===== src/rtl/ula_seq_pkg.sv =====
// Shared opcode constants, FSM state encoding and default width for ula_seq.
package ula_seq_pkg;

   localparam int unsigned DefaultWidth = 8;

   localparam int unsigned OpAdd = 0;
   localparam int unsigned OpSub = 1;
   localparam int unsigned OpAnd = 2;
   localparam int unsigned OpOr  = 3;
   localparam int unsigned OpMul = 4;
   localparam int unsigned OpDiv = 5;
   localparam int unsigned OpXor = 6;

   typedef enum logic [1:0] {
      StIdle,
      StExec,
      StDone
   } state_t;

endpackage


===== src/rtl/ula_seq_muldiv.sv =====
// Iterative shift-add multiplier and restoring divider, WIDTH steps per operation.
// The divider is only built when ULA_SEQ_DIV_EN is defined.
module ula_seq_muldiv
   import ula_seq_pkg::*;
#(
   parameter int unsigned WIDTH = DefaultWidth
) (
   input  logic             clk,
   input  logic             rst_n,
   input  logic             start,
   input  logic             is_div,
   input  logic [WIDTH-1:0] a,
   input  logic [WIDTH-1:0] b,
   output logic             done,
   output logic [WIDTH-1:0] result,
   output logic             ovf
);

   localparam int unsigned CW = $clog2(WIDTH + 1);

   // acc holds {partial product, multiplier} or {remainder, quotient}
   logic [2*WIDTH-1:0] acc;
   logic [2*WIDTH-1:0] acc_next;
   logic [2*WIDTH-1:0] mul_next;
   logic [2*WIDTH-1:0] div_next;
   logic [WIDTH-1:0]   opb;
   logic [WIDTH:0]     add_hi;
   logic               div_mode;
   logic               busy;
   logic [CW-1:0]      cnt;

   always_comb begin
      add_hi   = {1'b0, acc[2*WIDTH-1:WIDTH]} + (acc[0] ? {1'b0, opb} : '0);
      mul_next = {add_hi, acc[WIDTH-1:1]};
   end

`ifdef ULA_SEQ_DIV_EN
   logic [WIDTH:0] shifted;
   logic [WIDTH:0] trial;

   always_comb begin
      shifted  = {acc[2*WIDTH-1:WIDTH], acc[WIDTH-1]};
      trial    = shifted - {1'b0, opb};
      div_next = {(trial[WIDTH] ? shifted[WIDTH-1:0] : trial[WIDTH-1:0]),
                  acc[WIDTH-2:0], ~trial[WIDTH]};
   end
`else
   assign div_next = mul_next;
`endif

   // Result is taken from the final step so the top can latch it on the last EXEC edge
   assign acc_next = div_mode ? div_next : mul_next;
   assign result   = acc_next[WIDTH-1:0];
   assign ovf      = div_mode ? 1'b0 : |acc_next[2*WIDTH-1:WIDTH];
   assign done     = busy && (cnt == CW'(WIDTH - 1));

   always_ff @(posedge clk) begin
      if (!rst_n) begin
         acc      <= '0;
         opb      <= '0;
         div_mode <= 1'b0;
         busy     <= 1'b0;
         cnt      <= '0;
      end else if (start) begin
         acc      <= {{WIDTH{1'b0}}, (is_div ? a : b)};
         opb      <= is_div ? b : a;
         div_mode <= is_div;
         busy     <= 1'b1;
         cnt      <= '0;
      end else if (busy) begin
         acc <= acc_next;
         cnt <= cnt + 1'b1;
         if (done) begin
            busy <= 1'b0;
         end
      end
   end

endmodule


===== src/rtl/ula_seq.sv =====
// Sequential ALU with valid/ready handshakes; MUL/DIV run in ula_seq_muldiv.
// Divider enabled by defining ULA_SEQ_DIV_EN; otherwise opcode 5 acts as reserved.
module ula_seq
   import ula_seq_pkg::*;
#(
   parameter int unsigned WIDTH = DefaultWidth,
   parameter int unsigned OPW   = 3
) (
   input  logic             clk,
   input  logic             rst_n,
   input  logic             in_valid,
   output logic             in_ready,
   input  logic [WIDTH-1:0] operator1,
   input  logic [WIDTH-1:0] operator2,
   input  logic [OPW-1:0]   operation_alu,
   output logic             out_valid,
   input  logic             out_ready,
   output logic [WIDTH-1:0] result_alu,
   output logic             overflow
);

   state_t           state;
   logic [WIDTH:0]   sum;
   logic [WIDTH-1:0] simple_res;
   logic             simple_ovf;
   logic             use_md;
   logic             is_div;
   logic             md_start;
   logic             md_done;
   logic [WIDTH-1:0] md_result;
   logic             md_ovf;

   always_comb begin
      sum        = {1'b0, operator1} + {1'b0, operator2};
      simple_res = '0;
      simple_ovf = 1'b1;
      use_md     = 1'b0;
      is_div     = 1'b0;
      case (operation_alu)
         OPW'(OpAdd): begin simple_res = sum[WIDTH-1:0];        simple_ovf = sum[WIDTH];             end
         OPW'(OpSub): begin simple_res = operator1 - operator2; simple_ovf = operator1 < operator2;  end
         OPW'(OpAnd): begin simple_res = operator1 & operator2; simple_ovf = 1'b0;                  end
         OPW'(OpOr):  begin simple_res = operator1 | operator2; simple_ovf = 1'b0;                  end
         OPW'(OpXor): begin simple_res = operator1 ^ operator2; simple_ovf = 1'b0;                  end
         OPW'(OpMul): use_md = 1'b1;
         OPW'(OpDiv): begin
`ifdef ULA_SEQ_DIV_EN
            if (operator2 == '0) begin
               simple_res = '1;
            end else begin
               use_md = 1'b1;
               is_div = 1'b1;
            end
`else
            simple_res = '0;
`endif
         end
         default: ;
      endcase
   end

   assign in_ready  = (state == StIdle);
   assign out_valid = (state == StDone);
   assign md_start  = in_ready && in_valid && use_md;

   ula_seq_muldiv #(
      .WIDTH (WIDTH)
   ) u_muldiv (
      .clk    (clk),
      .rst_n  (rst_n),
      .start  (md_start),
      .is_div (is_div),
      .a      (operator1),
      .b      (operator2),
      .done   (md_done),
      .result (md_result),
      .ovf    (md_ovf)
   );

   always_ff @(posedge clk) begin
      if (!rst_n) begin
         state      <= StIdle;
         result_alu <= '0;
         overflow   <= 1'b0;
      end else begin
         case (state)
            StIdle: begin
               if (in_valid) begin
                  if (use_md) begin
                     state <= StExec;
                  end else begin
                     state      <= StDone;
                     result_alu <= simple_res;
                     overflow   <= simple_ovf;
                  end
               end
            end
            StExec: begin
               if (md_done) begin
                  state      <= StDone;
                  result_alu <= md_result;
                  overflow   <= md_ovf;
               end
            end
            StDone: begin
               if (out_ready) begin
                  state <= StIdle;
               end
            end
            default: state <= StIdle;
         endcase
      end
   end

endmodule


===== config.mk =====
export PLATFORM = sky130hd
export DESIGN_NAME = ula_seq
export DESIGN_NICKNAME = d
export VERILOG_FILES = /design/src/rtl/ula_seq_pkg.sv /design/src/rtl/ula_seq_muldiv.sv /design/src/rtl/ula_seq.sv
export SDC_FILE = /design/constraint.sdc
export NUM_CORES = 1
export LEC_CHECK = 0
export CAP_MARGIN = 20
export CORE_MARGIN = 3
export CORE_UTILIZATION = 25
export CTS_BUF_LIST = sky130_fd_sc_hd__clkbuf_8
export DETAILED_ROUTE_END_ITERATION = 6
export PLACE_DENSITY = 0.41
export SYNTH_ARGS = -nofsm -noshare
export SYNTH_HDL_FRONTEND = slang
export SYNTH_HIERARCHICAL = 1
export SYNTH_SLANG_ARGS = --single-unit
export TNS_END_PERCENT = 10

===== constraint.sdc =====
create_clock -name clk -period 3.9 [get_ports clk]
set_clock_uncertainty 0.15 [all_clocks]
set_input_delay 1.17 -clock clk [delete_from_list [all_inputs] [get_ports clk]]
set_output_delay 1.17 -clock clk [all_outputs]
set_load 0.02 [all_outputs]

# Word-level counts from Yosys, hierarchy flattened
# Cells that the tools add are included.
# totals
out_inout_bits,11
ff_bits,40
word_cells,63
input_bits,23
# classes
n_eq_ne,12
bitwise,4
mux,22
reduce_logical,12
n_lt_le_gt_ge,1
add_sub_neg,4
# op_table
cell,n
$mux 8,6
$pmux 8 s5,1
$add 8x8->9,2
$pmux 8 s2,1
$and 8x8->8,1
$lt 8x8->1,1
$mux 2,4
$or 8x8->8,1
$reduce_or 8->1,1
$sub 8x8->8,1
$xor 8x8->8,1
$mux 1,7
$eq 3x2->1 const B,2
$eq 3x3->1 const B,2
$ne 2x2->1 const B,3
$pmux 2 s3,1
$add 4x1->4 const B,1
$eq 4x3->1 const B,1
$reduce_and 4->1,1
$reduce_bool 2->1,2
$eq 3x1->1 const B,1
$logic_and 1x1->1,3
$logic_not 3->1,1
$pmux 1 s3,1
other kinds (9),9

# Depth between registers and ports, before layout
# Gate-level depths: netlist of run 1.
# logic_depth
depth_word,6
mapped_depth,12
ltp_nobuf,12

# By module
# Netlist of run 1, hierarchy kept.
# by_module_without_submodules
module,cells_each,n_inst,area_per_inst_um2
ula_seq_muldiv,205,1,1903.1
ula_seq,244,1,1759.2

# Worst setup path after synthesis of run 1
# Ideal clock, no wire load.
# synth_path
path_kind,input to register
startpoint,input port operator1[0]
endpoint,register result_alu[6]
arrival_ps,2725
setup_slack_ps,946
n_path_buf,0
path_stages,7
path_cell_list,ha_1 -> fa_1 -> a21o_1 -> a21oi_1 -> o21ai_1 -> a2111o_1 -> o211ai_1
# synth_via
elab_chain_cells,5
elab_cells_between_ends,6
cone_classes,add/sub: 2; mux: 4
# synth_rtl
item,line,source
start: declaration,ula_seq.sv:13,"input logic [WIDTH-1:0] operator1,"
$sub 8x8->8 / $add 8x8->9 (equally long branches),"ula_seq.sv:41, ula_seq.sv:34",
$pmux 8 s5 (*),ula_seq.sv:39,case (operation_alu)
$mux 8 (*),ula_seq.sv:89,if (use_md) begin
$mux 8 (*),ula_seq.sv:88,if (in_valid) begin
$pmux 8 s2 (*),ula_seq.sv:86,case (state)
end signal: assignment,ula_seq.sv:93,result_alu <= simple_res;
end signal: assignment,ula_seq.sv:101,result_alu <= md_result;
end: declaration,ula_seq.sv:18,"output logic [WIDTH-1:0] result_alu,"
# Mark *: on every way between the ends. The rest lies on a longest branch, timed or not. The select of a mux whose other input is x is not followed.
# A chain may end at the register's enable or synchronous reset.

# Worst setup path after layout of run 1
# layout_path
startpoint,input port operator1[0]
endpoint,register result_alu[4]
# Same word-level chain as after synthesis.

==> out/summary.txt, run 1 <==
status = finished clean
GPL Wtd Cong = 0.842
Area Overhead vs Synth = 15.8%
Post-Synthesis Cells = 449
Hold Vio Cnt, Final = 0
crit end category = flip-flop
Register Area = 821 sq um
Clock power frac = 0.318
CTS-repair resized insts = 0
worst vdd rail ir drop = 0.121 mV
Synth Area per Inst = 8.16 sq um
Logic pwr share = 0.282
Synth cell types = 69
syn nets = 509
Period minus WS final = 3540 ps
Core Util, Final = 0.301
register clock-pin slew on the reported worst setup and hold paths = 90 ps
final net count = 527
TNS Setup = 0 ps
fillers = 1538
YS warnings = 6
Internal Power = 782 uW
grt ovf = 0
maxcap violations = 0
root buf cell = clkbuf_8
RSZ-0062 raised after global routing = no
commonest cells after routing, fill and taps aside = 41 x dfxtp_1, 38 x nand2_1, 34 x inv_1, 34 x ha_1, 33 x clkdlybuf4s50_1
CP startpoint kind = primary input
Via density = 5.05
Mapped Area = 3660 sq um
initial antenna violation count = 0
leakage = 0.00190 uW
Detailed Route WL = 10800 um
multi-input combinational cell area = 2490 sq um
fmax = 0.282 GHz
largest net degree at the start of global routing = 36
Fin Hold WS = 329 ps
PD cells = 267 nW/um^2
DP HPWL = 8510 um
core area = 14100 sq um
Yosys top cell by area = dfxtp_1
total power = 1130 uW
Sw Ratio = 0.310
Worst Hold Class = reg -> reg
Die H = 127 um
Seq/Total Area, Yosys = 0.224
# IOs = 34
CP arrival = 3570 ps
Cell Rows = 43
DRC = 0
worst-path fanout max = 4
clk_lat worst skew = 290 ps
Synth Flop Type = dfxtp_1
die width = 127 um
CTS buffer count = 5
antenna fix cells = 0
Crit Path Class = in -> reg
commonest non-fill, non-tap cell in the layout = dfxtp_1
post-synthesis async set-or-reset flop share = 0
Tightest Pin Transition = 719 ps
top cell type's share of synthesized area = 0.224
Pins Over Slew Limit = 0
Port Buf Inserts = 33
gr usage total = 0.130
WL/cell = 16.6 um
switching power = 350 uW
cts hold-fix bufs = 0
CTS max path bufs = 2
Post-synth EDFFs = 0
Worst Path Required = 3930 ps
Seq pwr share = 0.400
Die Area = 16100 sq um
Setup Fix Bufs, Post-CTS = 0
Yosys reg bits = 41
TritonRoute pass-1 iters = 5
Slew HR = 0.508
vias in the first global route = 3049
starting density of the core = 0.260
via count = 3272
Final setup violation count = 0
H-tree depth = 2
CTS sink count = 41
synth top area cells = dfxtp_1 22%, ha_1 12%, mux2i_1 6.8%
TritonCTS clock tree = yes
initial DRC count = 262
Tcrit/Tclk final = 0.908
Antenna Violating Nets Remaining = 0
first-pass GRT wire length = 16900 um
fraction of layout cells with a size suffix above 1 = 0.0876
-- sequential cells by signal (all words and copies together) (netlist names) --
register	count
u_muldiv/acc	16
result_alu	8
u_muldiv/opb	8
u_muldiv/cnt	4
state	2
overflow	1
u_muldiv/busy	1
u_muldiv/div_mode	1
-- cells by family (layout without fill, tap and decap cells) --
| family | Yosys count | after routing | share of synthesized area |
|---|---|---|---|
| other | 1 | 1 | 0.00102 |
| buffers and inverters | 72 | 91 | 0.0950 |
| muxes | 34 | 34 | 0.0991 |
| adders and majority gates | 37 | 37 | 0.133 |
| AOI/OAI and AO/OA | 125 | 125 | 0.248 |
| DFF | 41 | 41 | 0.224 |
| xor gates and xnor gates | 6 | 6 | 0.0144 |
| and+or+nand+nor | 133 | 133 | 0.186 |
-- layer usage --
layer	GRT usage	part of all wire
met5	0	0
met4	0.0246	0.0084
met3	0.0155	0.059
met2	0.190	0.42
met1	0.203	0.51
-- final cells by class --
class,count,share of cell area
repair buffers,49,0.106
flip-flops and latches,41,0.194
clock inverters,2,0.00797
clock buffers,6,0.0195
well taps,180,0.0531
inverters,34,0.0313
multi-input cells,336,0.588
-- metrics by stage --
step | area, sq um | setup WS, ps | cells
2_1_floorplan | 3660 | 946 | 449
3_3_place_gp | 4120 | 146 | 640
3_5_place_dp | 4120 | 143 | 640
4_1_cts | 4240 | 451 | 648
5_1_grt | 4240 | 325 | 648
6_report | 4240 | 358 | 648
-- cell usage after synthesis, types with 6 or more instances --
library cell	n
dfxtp_1	41
nor2_1	26
mux2_2	6
nor2b_1	10
nand3_1	8
clkbuf_1	14
o211a_1	16
buf_4	10
and2_1	8
a21oi_1	26
and3_1	6
inv_1	33
o21ai_0	19
mux2i_1	25
nand2b_1	8
a211oi_1	11
buf_2	10
ha_1	34
nand2_1	38
-- critical path, stage by stage --
cell,delay [ps]
clkdlybuf4s50_1,540
inv_1,90
ha_1,250
fa_1,410
o21ba_2,230
o211ai_1,220
o21ai_0,160
a211oi_1,390
a21oi_1,120
-- power by group through the flow --
stage	logic [uW]	clock network, uW	registers [uW]
after floorplan	193	0	469
after global placement	318	0	462
after detailed placement	317	0	463
after CTS	318	371	453
after global routing	349	383	456
final	319	360	453
-- final timing paths --
check / start / slack, ps / endpoint / depth (start not counted)
hold / removal: u_muldiv/opb[5] / 330 / u_muldiv/opb[5] / 1
setup reg to reg: u_muldiv/acc[0] / 1040 / overflow / 12
setup / recovery: operator1[0] / 360 / result_alu[4] / 9
hold reg to reg: u_muldiv/opb[5] / 330 / u_muldiv/opb[5] / 1
No activity file was read; power rests on OpenSTA's default activity.
==> inputs of run 2 (changes only) <==
--- a/config.mk
+++ b/config.mk
@@ -11,6 +11,7 @@
 export CTS_BUF_LIST = sky130_fd_sc_hd__clkbuf_8
 export DETAILED_ROUTE_END_ITERATION = 6
 export PLACE_DENSITY = 0.41
+export SLEW_MARGIN = 20
 export SYNTH_ARGS = -nofsm -noshare
 export SYNTH_HDL_FRONTEND = slang
 export SYNTH_HIERARCHICAL = 1
==> results of run 2 <==
The final DEF is identical to that of run 1; final timing and power are the same.
